$ cat config.mk
export PLATFORM = sky130hd
export DESIGN_NAME = pwm_capture
export DESIGN_NICKNAME = d
export VERILOG_FILES = /design/src/rtl/pwm_capture.sv
export SDC_FILE = /design/constraint.sdc
export NUM_CORES = 1
export LEC_CHECK = 0
export CORE_ASPECT_RATIO = 0.8
export CORE_MARGIN = 2
export CORE_UTILIZATION = 30
export CTS_CLUSTER_DIAMETER = 80
export CTS_CLUSTER_SIZE = 12
export DETAILED_ROUTE_END_ITERATION = 7
export PLACE_DENSITY = 0.55
export SYNTH_ARGS = -nofsm -noshare
export SYNTH_HDL_FRONTEND = slang
export SYNTH_SLANG_ARGS = --single-unit
export TNS_END_PERCENT = 50
$ cat constraint.sdc
create_clock -name sys_clk -period 2.7 [get_ports sys_clk]
set_input_delay 0.405 -clock sys_clk [delete_from_list [all_inputs] [get_ports sys_clk]]
set_output_delay 0.405 -clock sys_clk [all_outputs]
set_load 0.005 [all_outputs]
$ cat src/rtl/pwm_capture.sv
// rtl/pwm_capture.sv - PWM period / high-time capture with stuck-line detection
//
// Samples an asynchronous PWM input and measures the period and high time of
// every complete cycle in sys_clk cycles. A line without edges for TIMEOUT
// cycles is reported as stuck.
//
// Optional feature macro: PWM_DUTY_PCT_EN (adds a serial duty-percent divider).
//
// Ports:
//   sys_clk      in   system clock
//   sys_rst_n    in   asynchronous active-low reset
//   pwm_in       in   asynchronous PWM input
//   meas_valid   out  one-cycle pulse; period/high_time/level_stuck updated
//   period       out  last measured period in cycles (0 after a timeout)
//   high_time    out  last measured high time in cycles (0 after a timeout)
//   level_stuck  out  line is in timeout
//   stuck_level  out  sampled line level at timeout
//   duty_pct     out  floor(high_time*100/period), 0 without PWM_DUTY_PCT_EN
//   duty_valid   out  one-cycle pulse when duty_pct updates
module pwm_capture #(
  parameter int CNT_W   = 28,
  parameter int TIMEOUT = 14142
) (
  input  logic             sys_clk,
  input  logic             sys_rst_n,
  input  logic             pwm_in,
  output logic             meas_valid,
  output logic [CNT_W-1:0] period,
  output logic [CNT_W-1:0] high_time,
  output logic             level_stuck,
  output logic             stuck_level,
  output logic [6:0]       duty_pct,
  output logic             duty_valid
);

  localparam logic [CNT_W-1:0] GAP_MAX = CNT_W'(TIMEOUT - 1);

  typedef enum logic [1:0] {IDLE, HIGH, LOW, STUCK} state_t;

  state_t           state_q, state_d;
  logic             sync1, s, s_d;
  logic             rise_q, fall_q;
  logic             edge_seen;
  logic [CNT_W-1:0] gap_cnt;
  logic [CNT_W-1:0] meas_cnt;
  logic [CNT_W-1:0] hi_lat;
  logic             timeout;
  logic             do_meas, do_latch;

  // Two-flop synchronizer, delayed copy and a registered edge stage. s_d is
  // the level that lines up with rise_q/fall_q.
  always_ff @(posedge sys_clk or negedge sys_rst_n) begin
    if (!sys_rst_n) begin
      sync1  <= 1'b0;
      s      <= 1'b0;
      s_d    <= 1'b0;
      rise_q <= 1'b0;
      fall_q <= 1'b0;
    end else begin
      sync1  <= pwm_in;
      s      <= sync1;
      s_d    <= s;
      rise_q <= s & ~s_d;
      fall_q <= ~s & s_d;
    end
  end

  assign edge_seen = rise_q | fall_q;

  // An edge in the same cycle as the timeout wins.
  assign timeout = (gap_cnt == GAP_MAX) && !edge_seen && (state_q != STUCK);

  always_ff @(posedge sys_clk or negedge sys_rst_n) begin
    if (!sys_rst_n) begin
      gap_cnt  <= '0;
      meas_cnt <= '0;
    end else begin
      if (edge_seen)
        gap_cnt <= '0;
      else if (gap_cnt != GAP_MAX)
        gap_cnt <= gap_cnt + 1'b1;

      if (rise_q)
        meas_cnt <= CNT_W'(1);
      else if ((state_q == HIGH || state_q == LOW) && meas_cnt != '1)
        meas_cnt <= meas_cnt + 1'b1;
    end
  end

  always_ff @(posedge sys_clk or negedge sys_rst_n) begin
    if (!sys_rst_n)
      state_q <= IDLE;
    else
      state_q <= state_d;
  end

  always_comb begin
    state_d  = state_q;
    do_meas  = 1'b0;
    do_latch = 1'b0;
    case (state_q)
      IDLE:  if (rise_q) state_d = HIGH;
      HIGH:  if (fall_q) begin
               do_latch = 1'b1;
               state_d  = LOW;
             end
      LOW:   if (rise_q) begin
               do_meas = 1'b1;
               state_d = HIGH;
             end
      STUCK: if (rise_q)      state_d = HIGH;
             else if (fall_q) state_d = IDLE;
      default: state_d = IDLE;
    endcase
    if (timeout)
      state_d = STUCK;
  end

  always_ff @(posedge sys_clk or negedge sys_rst_n) begin
    if (!sys_rst_n) begin
      meas_valid  <= 1'b0;
      period      <= '0;
      high_time   <= '0;
      level_stuck <= 1'b0;
      stuck_level <= 1'b0;
      hi_lat      <= '0;
    end else begin
      meas_valid <= 1'b0;
      if (do_latch)
        hi_lat <= meas_cnt;
      if (do_meas) begin
        period      <= meas_cnt;
        high_time   <= hi_lat;
        level_stuck <= 1'b0;
        meas_valid  <= 1'b1;
      end else if (timeout) begin
        period      <= '0;
        high_time   <= '0;
        level_stuck <= 1'b1;
        stuck_level <= s_d;
        meas_valid  <= 1'b1;
      end
    end
  end

`ifdef PWM_DUTY_PCT_EN
  localparam int NUM_W = CNT_W + 7;
  localparam int CW    = $clog2(NUM_W + 1);

  logic             div_busy;
  logic [CW-1:0]    div_cnt;
  logic [NUM_W-1:0] div_quo;
  logic [CNT_W-1:0] div_rem;
  logic [CNT_W-1:0] div_den;
  logic [CNT_W:0]   trial_in;
  logic [CNT_W:0]   trial_sub;
  logic             trial_ge;
  logic [NUM_W-1:0] new_quo;

  // div_quo starts as the numerator and shifts quotient bits in from the LSB.
  always_comb begin
    trial_in  = {div_rem, div_quo[NUM_W-1]};
    trial_ge  = (trial_in >= {1'b0, div_den});
    trial_sub = trial_in - {1'b0, div_den};
    new_quo   = {div_quo[NUM_W-2:0], trial_ge};
  end

  // A new measurement always reloads, aborting any division in flight.
  // A zero period only comes from a timeout, which bypasses the divider.
  always_ff @(posedge sys_clk or negedge sys_rst_n) begin
    if (!sys_rst_n) begin
      div_busy   <= 1'b0;
      div_cnt    <= '0;
      div_quo    <= '0;
      div_rem    <= '0;
      div_den    <= '0;
      duty_pct   <= '0;
      duty_valid <= 1'b0;
    end else begin
      duty_valid <= 1'b0;
      if (meas_valid) begin
        if (period == '0) begin
          div_busy   <= 1'b0;
          duty_pct   <= stuck_level ? 7'd100 : 7'd0;
          duty_valid <= 1'b1;
        end else begin
          div_busy <= 1'b1;
          div_cnt  <= CW'(NUM_W);
          div_quo  <= NUM_W'(high_time) * NUM_W'(100);
          div_rem  <= '0;
          div_den  <= period;
        end
      end else if (div_busy) begin
        div_quo <= new_quo;
        div_rem <= trial_ge ? trial_sub[CNT_W-1:0] : trial_in[CNT_W-1:0];
        div_cnt <= div_cnt - 1'b1;
        if (div_cnt == CW'(1)) begin
          div_busy   <= 1'b0;
          duty_pct   <= new_quo[6:0];
          duty_valid <= 1'b1;
        end
      end
    end
  end
`else
  assign duty_pct   = 7'd0;
  assign duty_valid = 1'b0;
`endif

endmodule

-- Yosys cells after proc, flatten, opt, wreduce, memory -nomap -nowiden
Cells that the tools add are included.
- register bits: 150
- logic and storage cells: 65
- $add $sub $neg: 2
- equality and inequality tests: 10
- mux-type cells: 21
- bitwise gates (word level): 6
- reductions and logical operators: 12
- operators by type and width (operator ; count):
    $mux 28 ; 7
    $add 28x1->28 const B ; 2
    $eq 28x14->1 const B ; 1
    $ne 28x14->1 const B ; 1
    $ne 28x28->1 const B ; 1
    $mux 2 ; 5
    $mux 1 ; 8
    $pmux 2 s3 ; 1
    $reduce_bool 2->1 ; 3
    $eq 2x2->1 const B ; 2
    $ne 4x4->1 const B ; 1
    $logic_and 1x1->1 ; 3
    $ne 3x1->1 const B ; 1
    $ne 3x3->1 const B ; 1
    $not 1->1 ; 3
    $reduce_and 3->1 ; 1
    $and 1x1->1 ; 2
    $eq 2x1->1 const B ; 1
    $logic_not 2->1 ; 1
    $ne 2x2->1 const B ; 1
    $reduce_and 2->1 ; 1
    $reduce_or 2->1 ; 1
    $logic_not 1->1 ; 1
    $logic_or 1x1->1 ; 1
    $or 1x1->1 ; 1

-- Depth between registers and ports, before layout
Gate-level depths: netlist (run 1).
- word-level depth: 6
- mapped depth: 9

-- Worst setup path after synthesis (run 1)
Ideal clock, no wire load.
- kind: reg2reg
- from: reg meas_cnt[7]
- to: reg meas_cnt[20]
- arrival time: 2082 ps
- data required time: 2622 ps
- setup slack: 540 ps
- stages on the path, launching flop included: 8
- path buffers: 2
- path through: dfrtp_1 -> clkbuf_2 -> nand3_2 -> or4_1 -> buf_6 -> or3_4 -> or3_1 -> a21oi_1
- longest elaborated chain between the ends: 3
- elaborated cells between the ends (all ways): 6
- those cells by class: add/sub (1); eq/ne (1); mux (2); reduce/logical (2)
- ends and longest elaborated chain (element ; line ; source):
    start: declaration ; 45 ; logic [CNT_W-1:0] meas_cnt;
    start signal: assignment ; 86 ; meas_cnt <= meas_cnt + 1'b1;
    $add 28x1->28 / $ne 28x28->1 (equally long branches) ; 86, 85 ;
    $mux 28 / $logic_and 1x1->1 (equally long branches) ; 85 ; else if ((state_q == HIGH || state_q == LOW) && meas_cnt != '1)
    $mux 28 / $reduce_bool 2->1 (equally long branches) ; -- ;
Parallel ways exist; a longest one is shown, timed or not. The select of a mux whose other input is x is not followed.
A chain may end at the register's enable or synchronous reset.

-- Worst setup path after layout (run 1)
- from: reg meas_cnt[7]
- to: reg meas_cnt[1]
- longest elaborated chain between the ends: 3
- ends and longest elaborated chain (element ; line):
    $ne 28x28->1 ; 85
    $logic_and 1x1->1 ; 85
    $reduce_bool 2->1 (no source line) ; --
Every way passes these cells.

==> flow_summary.toml, run 1 <==
[grt]
track_usage_pct = 14.9
grt_overflow = 0
first_global_vias = 4781
grt_pass1_wl_mm = 26.8
antenna_found_initial = 0
grt_max_degree = 63

[routing]
vias = 5040
via_per_inst = 4.82
drt-pass1-iter-count = 6
drc = 0
wl_mm = 16.5
ant_nets = 0
wl_per_cell_um = 15.8
drt_iter0_drc = 443

[synth]
synth_area_leader_cell = "dfrtp_1"
ys_seq_elements = 150
synth-async-reset-ratio_pct = 100
yosysTopAreaCellShare_pct = 55.8
ys_seq_area_share_pct = 55.8
synth_area_leaders = "dfrtp_1 (56%), nand2_1 (7.6%), o21ai_0 (4.9%)"
netlist_area_mm2 = 0.00672
synth_warnings = 0
synth_cells = 674
ys_dominant_reg_cell = "dfrtp_1"
synth_edf_count = 0
synth_area_per_cell_um2 = 9.97
ys_types = 47

[cts]
cts_resized = 0
cts-root-buf = "clkbuf_16"
cts_tree = "built"
clkLatencyLatePin_ns = 0.42
cts_buffers = 17
h-tree-depth = 4
cts_buffer_depth = 2
cts.sinks = 150
path_clk_slew_ns = 0.06

[power_and_ir_drop]
max-vdd-ir-drop_mv = 0.508
power_density_mw_per_mm2 = 636
total_power_mw = 5.23
leakagePower_nw = 3.54

[finish]
drive_gt1_share_pct = 11.5
instances_no_fill = 1046
final_area_mm2 = 0.00823
final_common_cell = "dfrtp_1"
final_cell_mix = "dfrtp_1 (150), nand2_1 (136), o21ai_0 (66)"
n_antenna_cell = 0
syn_to_final_growth_pct = 22.5
nNetsFinal = 749

[sta]
skew_ns = 0.0106
setup_tns_ns = 0
finalCritPeriodShare_pct = 86.4
rsz0062_at_grt = "no"
fin_crit_ns = 2.33
slew_headroom_pct = 60.0
holdWs_ns = 0.350
setup_viol = 0
finalHoldViolCount = 0
fmax_ghz = 0.429
drv_slew = 0
tightest_slew_ns = 0.600

[setup_path]
cp-start-kind = "flop"
rr_startpoint = "meas_cnt[7]"
max_stage_delay_ns = 0.68
cp_max_fo = 7
critPathKind = "reg2reg"
crit_path_cell_trace = "nand3_2 > or4_1 > buf_4 > o31ai_1 > mux2i_1 > nor2_1"
slowest_stage = "or4_1"
cp.required_ns = 3.00
r2r_slack_ns = 0.37
endpoint_kind = "flop"
r2r_end = "meas_cnt[1]"
reg2reg_depth = 6
arrival_ns = 2.63

[floorplan]
dieArea_mm2 = 0.0236
core_area_mm2 = 0.0218
rows = 48
pin_count = 70
fp.dieW_um = 171
initial_core_util_pct = 30.8
die_h_um = 138

[placement]
dp_hpwl_mm = 11.2
port_buffers = 61
place.gp.congestion = 0.839
placed_cell_area_mm2 = 0.00773
dpl.cell_count = 1018

[worst_hold_path]
hp-class = "reg2reg"
min_to = "s"
holdPathStages = 0
min_from = "sync1"

[outcome]
outcome = "finished clean"

[run]
drv_cap = 0
==> power by group <==
group	total (mW)	switching [mW]	internal [mW]
Combinational	0.674	0.378	0.296
Sequential	2.49	0.112	2.38
Clock	2.07	0.883	1.19
==> sequential cells by signal (all words and copies together), names as in the netlist <==
name,count
meas_valid,1
level_stuck,1
sync1,1
high_time,28
period,28
s_d,1
stuck_level,1
fall_q,1
rise_q,1
s,1
gap_cnt,28
state_q,2
hi_lat,28
meas_cnt,28
==> logic make-up after synthesis <==
kind of cell | synth area share [%]
and+or+nand+nor | 19.5
DFF | 55.8
AOI/OAI and AO/OA | 9.81
muxes | 4.80
xor gates and xnor gates | 4.69
adders and majority gates | 1.49
buffers and inverters | 3.85
other | 0.0558
==> cell usage after synthesis (all sizes together), types with 2 or more instances <==
master / instances
nand4: 18
clkbuf: 32
xnor2: 11
nor4: 9
nand3: 21
nand2: 137
buf: 14
a21oi: 16
a2111oi: 2
mux2: 26
or4: 3
xor2: 25
dfrtp: 150
nor2: 45
o31ai: 4
and4: 8
mux2i: 3
nor3: 5
a31oi: 3
and3: 11
nor4b: 2
inv: 12
o2111ai: 3
o21ai: 66
or3: 11
ha: 8
o22ai: 6
o21a: 3
nor2b: 3
a31o: 4
and2: 6
==> metrics by stage <==
stage                     setup WS (ns)  utilization (%)
after floorplan                   0.540                -
after global placement            0.395             35.5
after detailed placement          0.381             35.5
after CTS                         0.372             37.8
after global routing              0.237             37.8
final                             0.367             37.8
==> per-layer routing <==
metal	track usage, %	vias to the layer above	share of wire, %
met5	0	-	0
met1	24.6	2451	57
met2	18.3	140	37
met4	4.14	0	0.77
li1	-	2442	-
met3	3.82	7	5.7
==> worst max-delay path by stage <==
stage	to	cells past startpoint	startpoint
floorplan	meas_cnt[20]	7	meas_cnt[7]
global placement	meas_cnt[1]	6	meas_cnt[7]
detailed placement	meas_cnt[1]	6	meas_cnt[7]
CTS	meas_cnt[1]	6	meas_cnt[7]
global route	meas_cnt[1]	6	meas_cnt[7]
finish	meas_cnt[1]	6	meas_cnt[7]
==> worst max-delay path: cells and delay by family, from the launching register on <==
family                 cells  cell delay (ns)
muxes                      1             0.23
buffers and inverters      1             0.22
AOI/OAI and AO/OA          1             0.40
DFF                        1             0.47
and+or+nand+nor            3             0.89
==> layout make-up <==
| type | count | area (µm²) |
|---|---|---|
| Fill cell | 2179 | 13600 |
| Sequential cell | 150 | 3750 |
| Multi-Input combinational cell | 473 | 2740 |
| Timing Repair Buffer | 84 | 825 |
| Clock buffer | 21 | 460 |
| Tap cell | 300 | 375 |
| Inverter | 12 | 45.0 |
| Clock inverter | 6 | 32.5 |
==> repair_timing <==
action	in CTS	in global routing
endpoints found under the hold margin	58	0
hold buffers	1	0
setup buffers	0	0
No activity file was read; power rests on OpenSTA's default activity.
==> run 2: changes to the inputs <==
Settings changed: PLACE_DENSITY 0.55 to 0.56, REMOVE_ABC_BUFFERS from default to 1.
Clock period 2.7 ns to 2.05 ns, I/O delays scaled along.
==> run 2 against run 1 <==
Largest power group unchanged. Critical path type unchanged. Critical path depth is 1 higher. Global-route usage decreased by 0.65 points. Die area unchanged. Via count up 1.8%. Clock skew shrank 0.0037 ns. Highest routed layer unchanged. Worst setup slack got worse by 0.30 ns. Total power increased by 39%.
==> flow_summary.toml, run 2 (same netlist as run 1, synthesis figures left out) <==
[finish]
instances_no_fill = 1092
syn_to_final_growth_pct = 29.4
final_cell_mix = "dfrtp_1 (150), nand2_1 (136), o21ai_0 (66)"
nNetsFinal = 795
final_common_cell = "dfrtp_1"
drive_gt1_share_pct = 17.9
n_antenna_cell = 0
final_area_mm2 = 0.00870

[run]
drv_cap = 0

[sta]
finalHoldViolCount = 0
drv_slew = 0
tightest_slew_ns = 0.570
finalCritPeriodShare_pct = 96.9
holdWs_ns = 0.331
rsz0062_at_grt = "yes"
skew_ns = 0.00687
setup_viol = 0
fmax_ghz = 0.503
fin_crit_ns = 1.99
slew_headroom_pct = 62.0
setup_tns_ns = 0

[floorplan]
core_area_mm2 = 0.0218
pin_count = 70
fp.dieW_um = 171
rows = 48
die_h_um = 138
dieArea_mm2 = 0.0236
initial_core_util_pct = 30.8

[grt]
grt_overflow = 0
first_global_vias = 5016
track_usage_pct = 14.2
grt_pass1_wl_mm = 26.1
grt_max_degree = 54
antenna_found_initial = 0

[placement]
dp_hpwl_mm = 10.4
placed_cell_area_mm2 = 0.00809
place.gp.congestion = 0.790
port_buffers = 61
dpl.cell_count = 1062

[setup_path]
critPathKind = "reg2reg"
cp-start-kind = "flop"
endpoint_kind = "flop"
cp_max_fo = 4
arrival_ns = 2.30
cp.required_ns = 2.36

[cts]
cts_buffer_depth = 2
cts_tree = "built"
h-tree-depth = 4
cts-root-buf = "clkbuf_16"
clkLatencyLatePin_ns = 0.43
path_clk_slew_ns = 0.06
cts.sinks = 150
cts_buffers = 17

[power_and_ir_drop]
power_density_mw_per_mm2 = 835
total_power_mw = 7.26
p_comb_share_pct = 15.4
p_sw_mw = 1.87
power.internal_mw = 5.39
p_clk_share_pct = 39.7
max-vdd-ir-drop_mv = 0.584
seqPwrFrac_pct = 44.9
swShare_pct = 25.7
leakagePower_nw = 3.80

[routing]
drc = 0
drt-pass1-iter-count = 4
vias = 5133
drt_iter0_drc = 352
routed.top_layer = "met4"
dr_wl_met2_mm = 6.24
wl_met1_mm = 8.43
wl_met3_um = 538
ant_nets = 0
wl_per_cell_um = 14.2
wl_mm = 15.5
via_per_inst = 4.70

[outcome]
outcome = "finished clean"

[worst_hold_path]
hp-class = "in2reg"
run 2: layout make-up:
type	instances	area, µm²
Sequential cell	150	3750
Timing Repair Buffer	130	1200
Fill cell	2161	13100
Multi-Input combinational cell	473	2800
Tap cell	300	375
Inverter	12	45.0
Clock buffer	22	474
Clock inverter	5	52.6
run 2: worst paths after layout:
check | from | to | slack [ns] | depth (start not counted)
min reg2reg | sync1 | s | 0.37 | 0
min | pwm_in | sync1 | 0.33 | 1
min in group asynchronous | sys_rst_n | high_time[9] | 0.42 | 2
max in group asynchronous | sys_rst_n | s_d | 1.02 | 3
max reg2reg | meas_cnt[7] | meas_cnt[23] | 0.06 | 7
max | meas_cnt[7] | meas_cnt[23] | 0.06 | 7
run 2: stage by stage:
stage | utilization [%] | worst slack (ns)
6_report | 39.9 | 0.0627
5_1_grt | 39.9 | -0.0370
4_1_cts | 39.6 | 0.0111
3_5_place_dp | 37.1 | 0.0150
3_3_place_gp | 37.1 | 0.0594
2_1_floorplan | - | -0.781
run 2: power by group through the flow:
stage,Combinational (mW),Clock [mW],Sequential [mW]
CTS,1.10,2.96,3.26
floorplan,0.504,0,3.30
global placement,1.09,0,3.31
detailed placement,1.09,0,3.30
global route,1.26,3.08,3.28
finish,1.11,2.88,3.26
run 2: worst max-delay path: stages, from the launching register on:
cell and delay [ns]:
dfrtp_1 0.36, nand3_2 0.10, or4_4 0.56, buf_6 0.15
a2111oi_4 0.31, buf_4 0.20, a31o_2 0.16, a21oi_2 0.05
run 2: metal layers:
layer | track usage [%] | up-vias
met4 | 5.08 | 0
met2 | 19.9 | 89
met3 | 3.14 | 20
met1 | 21.5 | 2490
met5 | 0 | -
li1 | - | 2534
run 2: what timing repair did:
item / in CTS / in global routing
pin swaps: 0 / 5
buffers inserted: 0 / 2
endpoints found under the setup margin: 1 / 38
cloned: 0 / 0
hold buffers: 1 / 0
resized for setup: 1 / 14
hold endpoints to repair: 48 / 0
